`src/rtl/pc_gen_pkg.sv`:
```
// Shared types for the fetch-stage program counter generator.
// The return address stack is built only when PC_RAS_EN is defined.
package pc_gen_pkg;

  typedef enum logic [1:0] {
    BOOT   = 2'd0,
    RUN    = 2'd1,
    HALTED = 2'd2
  } pc_state_e;

  typedef enum logic [2:0] {
    NONE     = 3'd0,
    TRAP     = 3'd1,
    BRANCH   = 3'd2,
    MISALIGN = 3'd3,
    RAS      = 3'd4,
    SEQ      = 3'd5
  } pc_cause_e;

  localparam int unsigned DEFAULT_STEP = 32'd4;
  localparam int unsigned STEP_LSB     = $clog2(DEFAULT_STEP);

  // Number of low address bits that must be zero for a given byte step.
  function automatic int unsigned step_lsb(input int unsigned step);
    return $clog2(step);
  endfunction

endpackage

```
`src/rtl/pc_ras.sv`:
```
// Circular return address stack; a push while full overwrites the oldest
// entry and the occupancy count saturates at DEPTH.
module pc_ras
  import pc_gen_pkg::*;
#(
  parameter int unsigned DEPTH = 4,
  parameter int unsigned W     = 32
) (
  input  logic         clk_i,
  input  logic         reset_i,
  input  logic         clear_i,
  input  logic         push_i,
  input  logic [W-1:0] push_data_i,
  input  logic         pop_i,
  output logic [W-1:0] top_o,
  output logic         empty_o,
  output logic         full_o
);

  localparam int unsigned PTR_W = (DEPTH > 1) ? $clog2(DEPTH) : 1;
  localparam int unsigned CNT_W = $clog2(DEPTH + 1);
  localparam logic [PTR_W-1:0] PTR_LAST = PTR_W'(DEPTH - 1);
  localparam logic [CNT_W-1:0] CNT_FULL = CNT_W'(DEPTH);

  logic [W-1:0]     mem_q [DEPTH];
  logic [PTR_W-1:0] sp_q, sp_d;   // next free slot
  logic [CNT_W-1:0] cnt_q, cnt_d;
  logic             wr_s;

  function automatic logic [PTR_W-1:0] ptr_inc(input logic [PTR_W-1:0] p);
    return (p == PTR_LAST) ? {PTR_W{1'b0}} : p + PTR_W'(1'b1);
  endfunction

  function automatic logic [PTR_W-1:0] ptr_dec(input logic [PTR_W-1:0] p);
    return (p == {PTR_W{1'b0}}) ? PTR_LAST : p - PTR_W'(1'b1);
  endfunction

  assign empty_o = (cnt_q == {CNT_W{1'b0}});
  assign full_o  = (cnt_q == CNT_FULL);
  assign top_o   = mem_q[ptr_dec(sp_q)];

  always_comb begin
    sp_d  = sp_q;
    cnt_d = cnt_q;
    wr_s  = 1'b0;
    if (clear_i) begin
      sp_d  = {PTR_W{1'b0}};
      cnt_d = {CNT_W{1'b0}};
    end else if (push_i) begin
      wr_s  = 1'b1;
      sp_d  = ptr_inc(sp_q);
      cnt_d = full_o ? cnt_q : cnt_q + CNT_W'(1'b1);
    end else if (pop_i && !empty_o) begin
      sp_d  = ptr_dec(sp_q);
      cnt_d = cnt_q - CNT_W'(1'b1);
    end else begin
      sp_d  = sp_q;
      cnt_d = cnt_q;
    end
  end

  always_ff @(posedge clk_i) begin
    if (reset_i) begin
      sp_q  <= {PTR_W{1'b0}};
      cnt_q <= {CNT_W{1'b0}};
      for (int i = 0; i < int'(DEPTH); i++) begin
        mem_q[i] <= {W{1'b0}};
      end
    end else begin
      sp_q  <= sp_d;
      cnt_q <= cnt_d;
      if (wr_s) begin
        mem_q[sp_q] <= push_data_i;
      end
    end
  end

endmodule

```
`src/rtl/pc_gen_unit.sv`:
```
// Fetch-stage PC generator: BOOT/RUN/HALTED control with a prioritised
// redirect network. Define PC_RAS_EN to add the return address stack.
module pc_gen_unit
  import pc_gen_pkg::*;
#(
  parameter int unsigned     XLEN         = 32,
  parameter logic [XLEN-1:0] RESET_VECTOR = {XLEN{1'b0}},
  parameter int unsigned     STEP         = 4,
  parameter int unsigned     RAS_DEPTH    = 4
) (
  input  logic            clk,
  input  logic            reset,
  input  logic            stall,
  input  logic            br_taken,
  input  logic [XLEN-1:0] br_target,
  input  logic            trap,
  input  logic [XLEN-1:0] trap_vector,
  input  logic            halt,
  input  logic            resume,
  input  logic            ras_push,
  input  logic            ras_pop,
  output logic [XLEN-1:0] pc_out,
  output logic            pc_valid,
  output logic            misaligned,
  output logic [XLEN-1:0] fetch_count
);

  localparam int unsigned     LSB_W     = step_lsb(STEP);
  localparam logic [XLEN-1:0] STEP_MASK = XLEN'((64'd1 << LSB_W) - 64'd1);

  pc_state_e       state_q, state_d;
  pc_cause_e       cause_s;
  logic [XLEN-1:0] pc_q, pc_d;
  logic [XLEN-1:0] cnt_q, cnt_d;
  logic            valid_q, valid_d;
  logic            mis_q, mis_d;
  logic [XLEN-1:0] seq_pc_s;
  logic            br_misaligned_s;
  logic [XLEN-1:0] ras_top_s;
  logic            ras_empty_s;

  assign seq_pc_s        = pc_q + XLEN'(STEP);
  assign br_misaligned_s = ((br_target & STEP_MASK) != {XLEN{1'b0}});

`ifdef PC_RAS_EN
  logic ras_push_s, ras_pop_s, ras_clear_s, ras_full_unused_s;

  assign ras_push_s  = (cause_s == BRANCH) && ras_push;
  assign ras_pop_s   = (cause_s == RAS);
  // Any accepted trap, from RUN or HALTED, flushes the return predictions.
  assign ras_clear_s = trap && (state_q != BOOT);

  pc_ras #(
    .DEPTH (RAS_DEPTH),
    .W     (XLEN)
  ) u_ras (
    .clk_i       (clk),
    .reset_i     (reset),
    .clear_i     (ras_clear_s),
    .push_i      (ras_push_s),
    .push_data_i (seq_pc_s),
    .pop_i       (ras_pop_s),
    .top_o       (ras_top_s),
    .empty_o     (ras_empty_s),
    .full_o      (ras_full_unused_s)
  );
`else
  logic ras_unused_s;

  assign ras_unused_s = ras_push;
  assign ras_top_s    = {XLEN{1'b0}};
  assign ras_empty_s  = 1'b1;
`endif

  // Control FSM: picks the next state and, in RUN, the redirect cause.
  always_comb begin
    state_d = state_q;
    cause_s = NONE;
    case (state_q)
      BOOT: begin
        state_d = RUN;
      end
      RUN: begin
        if (trap) begin
          cause_s = TRAP;
        end else if (br_taken) begin
          cause_s = br_misaligned_s ? MISALIGN : BRANCH;
        end else if (halt) begin
          state_d = HALTED;
        end else if (stall) begin
          cause_s = NONE;
        end else if (ras_pop && !ras_empty_s) begin
          cause_s = RAS;
        end else begin
          cause_s = SEQ;
        end
      end
      HALTED: begin
        if (trap || resume) begin
          state_d = RUN;
        end else begin
          state_d = HALTED;
        end
      end
      default: begin
        state_d = BOOT;
      end
    endcase
  end

  // Next-PC mux; a trap taken out of HALTED carries no RUN cause.
  always_comb begin
    pc_d  = pc_q;
    mis_d = 1'b0;
    case (cause_s)
      TRAP:     pc_d = trap_vector;
      BRANCH:   pc_d = br_target;
      MISALIGN: begin
        pc_d  = trap_vector;
        mis_d = 1'b1;
      end
      RAS:      pc_d = ras_top_s;
      SEQ:      pc_d = seq_pc_s;
      NONE:     pc_d = ((state_q == HALTED) && trap) ? trap_vector : pc_q;
      default:  pc_d = pc_q;
    endcase
  end

  assign cnt_d   = (cause_s != NONE) ? cnt_q + XLEN'(1'b1) : cnt_q;
  assign valid_d = (state_d == RUN);

  // State and output registers.
  always_ff @(posedge clk) begin
    if (reset) begin
      state_q <= BOOT;
      pc_q    <= RESET_VECTOR;
      cnt_q   <= {XLEN{1'b0}};
      valid_q <= 1'b0;
      mis_q   <= 1'b0;
    end else begin
      state_q <= state_d;
      pc_q    <= pc_d;
      cnt_q   <= cnt_d;
      valid_q <= valid_d;
      mis_q   <= mis_d;
    end
  end

  assign pc_out      = pc_q;
  assign pc_valid    = valid_q;
  assign misaligned  = mis_q;
  assign fetch_count = cnt_q;

endmodule
```
`config.mk`:
```
export PLATFORM = sky130hd
export DESIGN_NAME = pc_gen_unit
export DESIGN_NICKNAME = d
export VERILOG_FILES = /design/src/rtl/pc_gen_pkg.sv /design/src/rtl/pc_ras.sv /design/src/rtl/pc_gen_unit.sv
export SDC_FILE = /design/constraint.sdc
export NUM_CORES = 1
export LEC_CHECK = 0
export BUFFER_PORTS_ARGS = -buffer_cell sky130_fd_sc_hd__buf_2
export CAP_MARGIN = 10
export CORE_UTILIZATION = 30
export CTS_BUF_LIST = sky130_fd_sc_hd__clkbuf_16
export DETAILED_ROUTE_END_ITERATION = 7
export PLACE_DENSITY = 0.5
export SLEW_MARGIN = 20
export SYNTH_ARGS = -nofsm -noshare
export SYNTH_HDL_FRONTEND = slang
export SYNTH_SLANG_ARGS = --single-unit
```
`constraint.sdc`:
```
create_clock -name clk -period 4.2 [get_ports clk]
set_input_delay 0.63 -clock clk [delete_from_list [all_inputs] [get_ports clk]]
set_output_delay 0.63 -clock clk [all_outputs]
set_load 0.02 [all_outputs]
```
==> metrics.log <==
[metrics] run status: complete, no violations
[metrics] relative contribution of the clock network to total power: 45.4%
[metrics] reg-to-reg startpoint: state_q[0]
[metrics] kind of capture point of the worst setup path: register
[metrics] area of the die: 13780 µm²
[metrics] number of cells upsized or downsized after cts: 0
[metrics] met1 Track Usage GR: between 20 and 25%
[metrics] IR drop worst, VDD: ~0.20 mV
[metrics] sequential cell area fraction in the yosys report: 34.07%
[metrics] effective utilization at floorplan: 31.15%
[metrics] Critical Path RT: 4450 ps
[metrics] fraction of registers with async set or reset after synthesis: 0%
[metrics] First DRT Iteration DRCs: 227
[metrics] clock tree from TritonCTS: built
[metrics] part of the power in registers: 40.4%
[metrics] I/O Pins: 139
[metrics] setup repair after global routing missed its margin: false
[metrics] Cell Rows: 41
[metrics] buffer levels on the longest clock path: 2
[metrics] critical-path maximum fanout: 26
[metrics] Fin Setup TNS: 0 ps
[metrics] clock skew: 3.910 ps
[metrics] vias in the first global route: between 3k and 4k
[metrics] internal power: 1.293 mW
[metrics] signed area change from the synthesized netlist to the final layout: 27.75%
[metrics] Synth cell types: 69
[metrics] CTS Hold Bufs: 0
[metrics] net count after synthesis: 576
[metrics] Slew Limit Headroom: 31.58%
[metrics] power dissipated by switching net loads: 492.0 µW
[metrics] final cell area excluding filler cells: between 5000 and 6000 µm²
[metrics] Post-synth top flop: sky130_fd_sc_hd__dfxtp_1
[metrics] total cell area at the placement stage: 4765 µm²
[metrics] post-layout min period: roughly 2600 ps
[metrics] Final Wtd Congestion: between 0.7 and 0.8
[metrics] type of the worst setup path: in2reg
[metrics] Peak Freq: approximately 380 MHz
[metrics] remaining routing DRC violations: 0
[metrics] combined global-route utilization of all metal layers: between 15 and 20%
[metrics] master cell of the clock root buffer: sky130_fd_sc_hd__clkbuf_16
[metrics] average cell area after synthesis: 7.974 µm²
[metrics] total grt overflow: 0
[metrics] Pins Over Slew Limit: 0
[metrics] total clock buffers created by CTS: 9
[metrics] share of the synthesized area in the top cell type: between 30 and 40%
[metrics] fraction of layout cells with a size suffix above 1: 28.78%
[metrics] number of search-and-repair iterations in the first detailed-routing pass: 4
[metrics] # nets final: between 600 and 700
[metrics] post-synthesis cell type with the largest combined area: sky130_fd_sc_hd__dfxtp_1
[metrics] number of enable-type register cells in the synthesized netlist: 0
[metrics] register-to-register setup slack: 1590 ps
[metrics] Tcrit/Tclk final: 62.90%
[metrics] dpl hpwl: about 8500 µm
[metrics] hold_sp: pc_out[0]
[metrics] global-route wire length before repair: 19920 µm
[metrics] wirelength, routed: 12230 µm
[metrics] count of yosys warnings during synthesis: 0
[metrics] first element of the critical path: trap
[metrics] CP Data Arrival Time: 2890 ps
[metrics] chip height: 117.4 µm
[metrics] # Post-CTS Setup Buffers: 0
[metrics] met2 GRT Util: 28.96%
[metrics] power density of the placed cells: ~350 nW/µm²
[metrics] ranking of synthesized cells by area: sky130_fd_sc_hd__dfxtp_1 (34%), sky130_fd_sc_hd__nor2_1 (6.3%), sky130_fd_sc_hd__xor2_1 (6.1%), sky130_fd_sc_hd__nand2_1 (4.3%), sky130_fd_sc_hd__a21oi_1 (4.3%)
[metrics] Routed WL per cell: 15.25 µm
[metrics] Clock Sinks: 68
[metrics] count of endpoints failing setup in the final report: 0
[metrics] count of input and output buffers: 136
[metrics] number of synthesized register bits: just under 70
[metrics] clock latency on the worst-skew pair: 340 ps
[metrics] GRT busiest layer: met2
[metrics] Leak Pwr: between 2 and 2.5 nW
[metrics] most instantiated library cell after synthesis: sky130_fd_sc_hd__dfxtp_1
[metrics] initial antenna violation count: 3
[metrics] Antenna Nets Post-Route: 0
[metrics] Sw Ratio: between 20% and 30%
[metrics] worst min-delay path class: reg2reg
[metrics] Least-Margin Pin Slew: 1026 ps
[metrics] Vias/cell: 5.196
[metrics] instance count of the mapped netlist: 501
[metrics] Max H-tree Level: 3
[metrics] max-capacitance violation count: 0
[metrics] Global Route met3 Usage: 5.302%
[metrics] post-synthesis instance area: 3995 µm²
[metrics] count of vias placed by the detailed router: 4167
[metrics] pin count of the biggest net entering global routing: 54
[metrics] Comb power frac: between 10% and 20%
[metrics] top cells by count, synth: sky130_fd_sc_hd__dfxtp_1 (68), sky130_fd_sc_hd__nor2_1 (67), sky130_fd_sc_hd__nand2_1 (46), sky130_fd_sc_hd__a21oi_1 (34), sky130_fd_sc_hd__o21ai_0 (32)
[metrics] final hold violation count: 0
[metrics] CTS clock-pin slew for the worst setup and hold paths: 60 ps
[metrics] Chip Width: 117.4 µm
[metrics] Floorplan Core Area: roughly 13000 µm²
[metrics] startpoint type of the worst setup path: primary input
metal layers:
metal | up-vias | share of wire (%) | wire length (µm)
met4 | 4 | 1.2 | 147
li1 | 2070 | - | -
met5 | - | 0.19 | 23
met3 | 14 | 6.9 | 841
met2 | 119 | 46 | 5572
met1 | 1960 | 46 | 5647
worst paths after layout:
path / to / cells past startpoint
worst max register to register: pc_out[27] / 5
worst max-delay path: pc_out[16] / 7
worst min-delay path: pc_out[0] / 2
worst min register to register: pc_out[0] / 2
critical path: stages:
cell and delay (ps):
sky130_fd_sc_hd__buf_2 230, sky130_fd_sc_hd__nand4bb_1 370, sky130_fd_sc_hd__or2_1 840, sky130_fd_sc_hd__a31oi_1 300, sky130_fd_sc_hd__o21ai_0 150, sky130_fd_sc_hd__a21oi_1 90
sky130_fd_sc_hd__a311oi_1 270
cells by family (layout without fill, tap and decap cells):
logic type	count (synthesis)	in the layout	synth area share [%]
adder cells (fa/ha/maj)	2	2	0.6263
multiplexers	1	1	0.2506
AO/OA/AOI/OAI	125	125	20.70
flip-flops	68	68	34.07
XOR/XNOR	37	37	8.112
buffers and inverters	46	174	5.982
AND/OR/NAND/NOR	222	222	30.25
other	0	1	0
layout make-up:
| cell class | count | area, µm² |
|---|---|---|
| fillers | 1371 | 7721 |
| multi-input cells | 387 | 2402 |
| flip-flops and latches | 68 | 1361 |
| repair buffers | 144 | 753.2 |
| clock buffers | 9 | 225.2 |
| well taps | 172 | 215.2 |
| clock inverters | 7 | 91.34 |
| inverters | 14 | 52.55 |
| diodes | 1 | 2.502 |
power by group through the flow:
stage / logic, mW / registers, mW / clock network (mW)
2_1_floorplan: 0.126 / 0.761 / 0
3_3_place_gp: 0.249 / 0.734 / 0
3_5_place_dp: 0.252 / 0.735 / 0
4_1_cts: 0.253 / 0.721 / 0.839
5_1_grt: 0.279 / 0.727 / 0.860
6_report: 0.253 / 0.722 / 0.811
state kept, by name, indices dropped and copies added, names as in the netlist:
name / cells
pc_out: 32
fetch_count: 32
state_q: 2
pc_valid: 1
misaligned: 1
cell usage in the layout, fill, tap and decap left out, types with 3 or more instances in the layout:
cell type,instances
sky130_fd_sc_hd__inv_1,14
sky130_fd_sc_hd__and3_1,7
sky130_fd_sc_hd__clkinvlp_4,3
sky130_fd_sc_hd__dfxtp_1,68
sky130_fd_sc_hd__buf_4,7
sky130_fd_sc_hd__nor2_1,66
sky130_fd_sc_hd__clkbuf_16,9
sky130_fd_sc_hd__a211oi_1,8
sky130_fd_sc_hd__nor3_1,14
sky130_fd_sc_hd__nor4_1,3
sky130_fd_sc_hd__or4_1,3
sky130_fd_sc_hd__a22oi_1,3
sky130_fd_sc_hd__buf_2,136
sky130_fd_sc_hd__o21ai_0,32
sky130_fd_sc_hd__a31oi_1,10
sky130_fd_sc_hd__xor2_1,28
sky130_fd_sc_hd__a21oi_1,34
sky130_fd_sc_hd__a311oi_1,7
sky130_fd_sc_hd__xnor2_1,9
sky130_fd_sc_hd__nor4_4,3
sky130_fd_sc_hd__o31ai_1,5
sky130_fd_sc_hd__nand3_1,26
sky130_fd_sc_hd__or3_1,5
sky130_fd_sc_hd__nand2_1,46
sky130_fd_sc_hd__and4_1,5
sky130_fd_sc_hd__nand4_1,19
metrics by stage:
| step | utilization (%) | cells | setup WS, ps | power [mW] | hold WS (ps) |
|---|---|---|---|---|---|
| floorplan | - | 501 | 1995 | 0.8864 | 514.4 |
| global placement | 37.15 | 784 | 1250 | 0.9828 | 461.5 |
| detailed placement | 37.15 | 784 | 1171 | 0.9874 | 466.6 |
| CTS | 39.62 | 800 | 1530 | 1.813 | 476.3 |
| global route | 39.80 | 802 | 1221 | 1.866 | 505.5 |
| finish | 39.80 | 802 | 1558 | 1.785 | 474.5 |
Note: power is estimated with default switching activity, not from simulation.
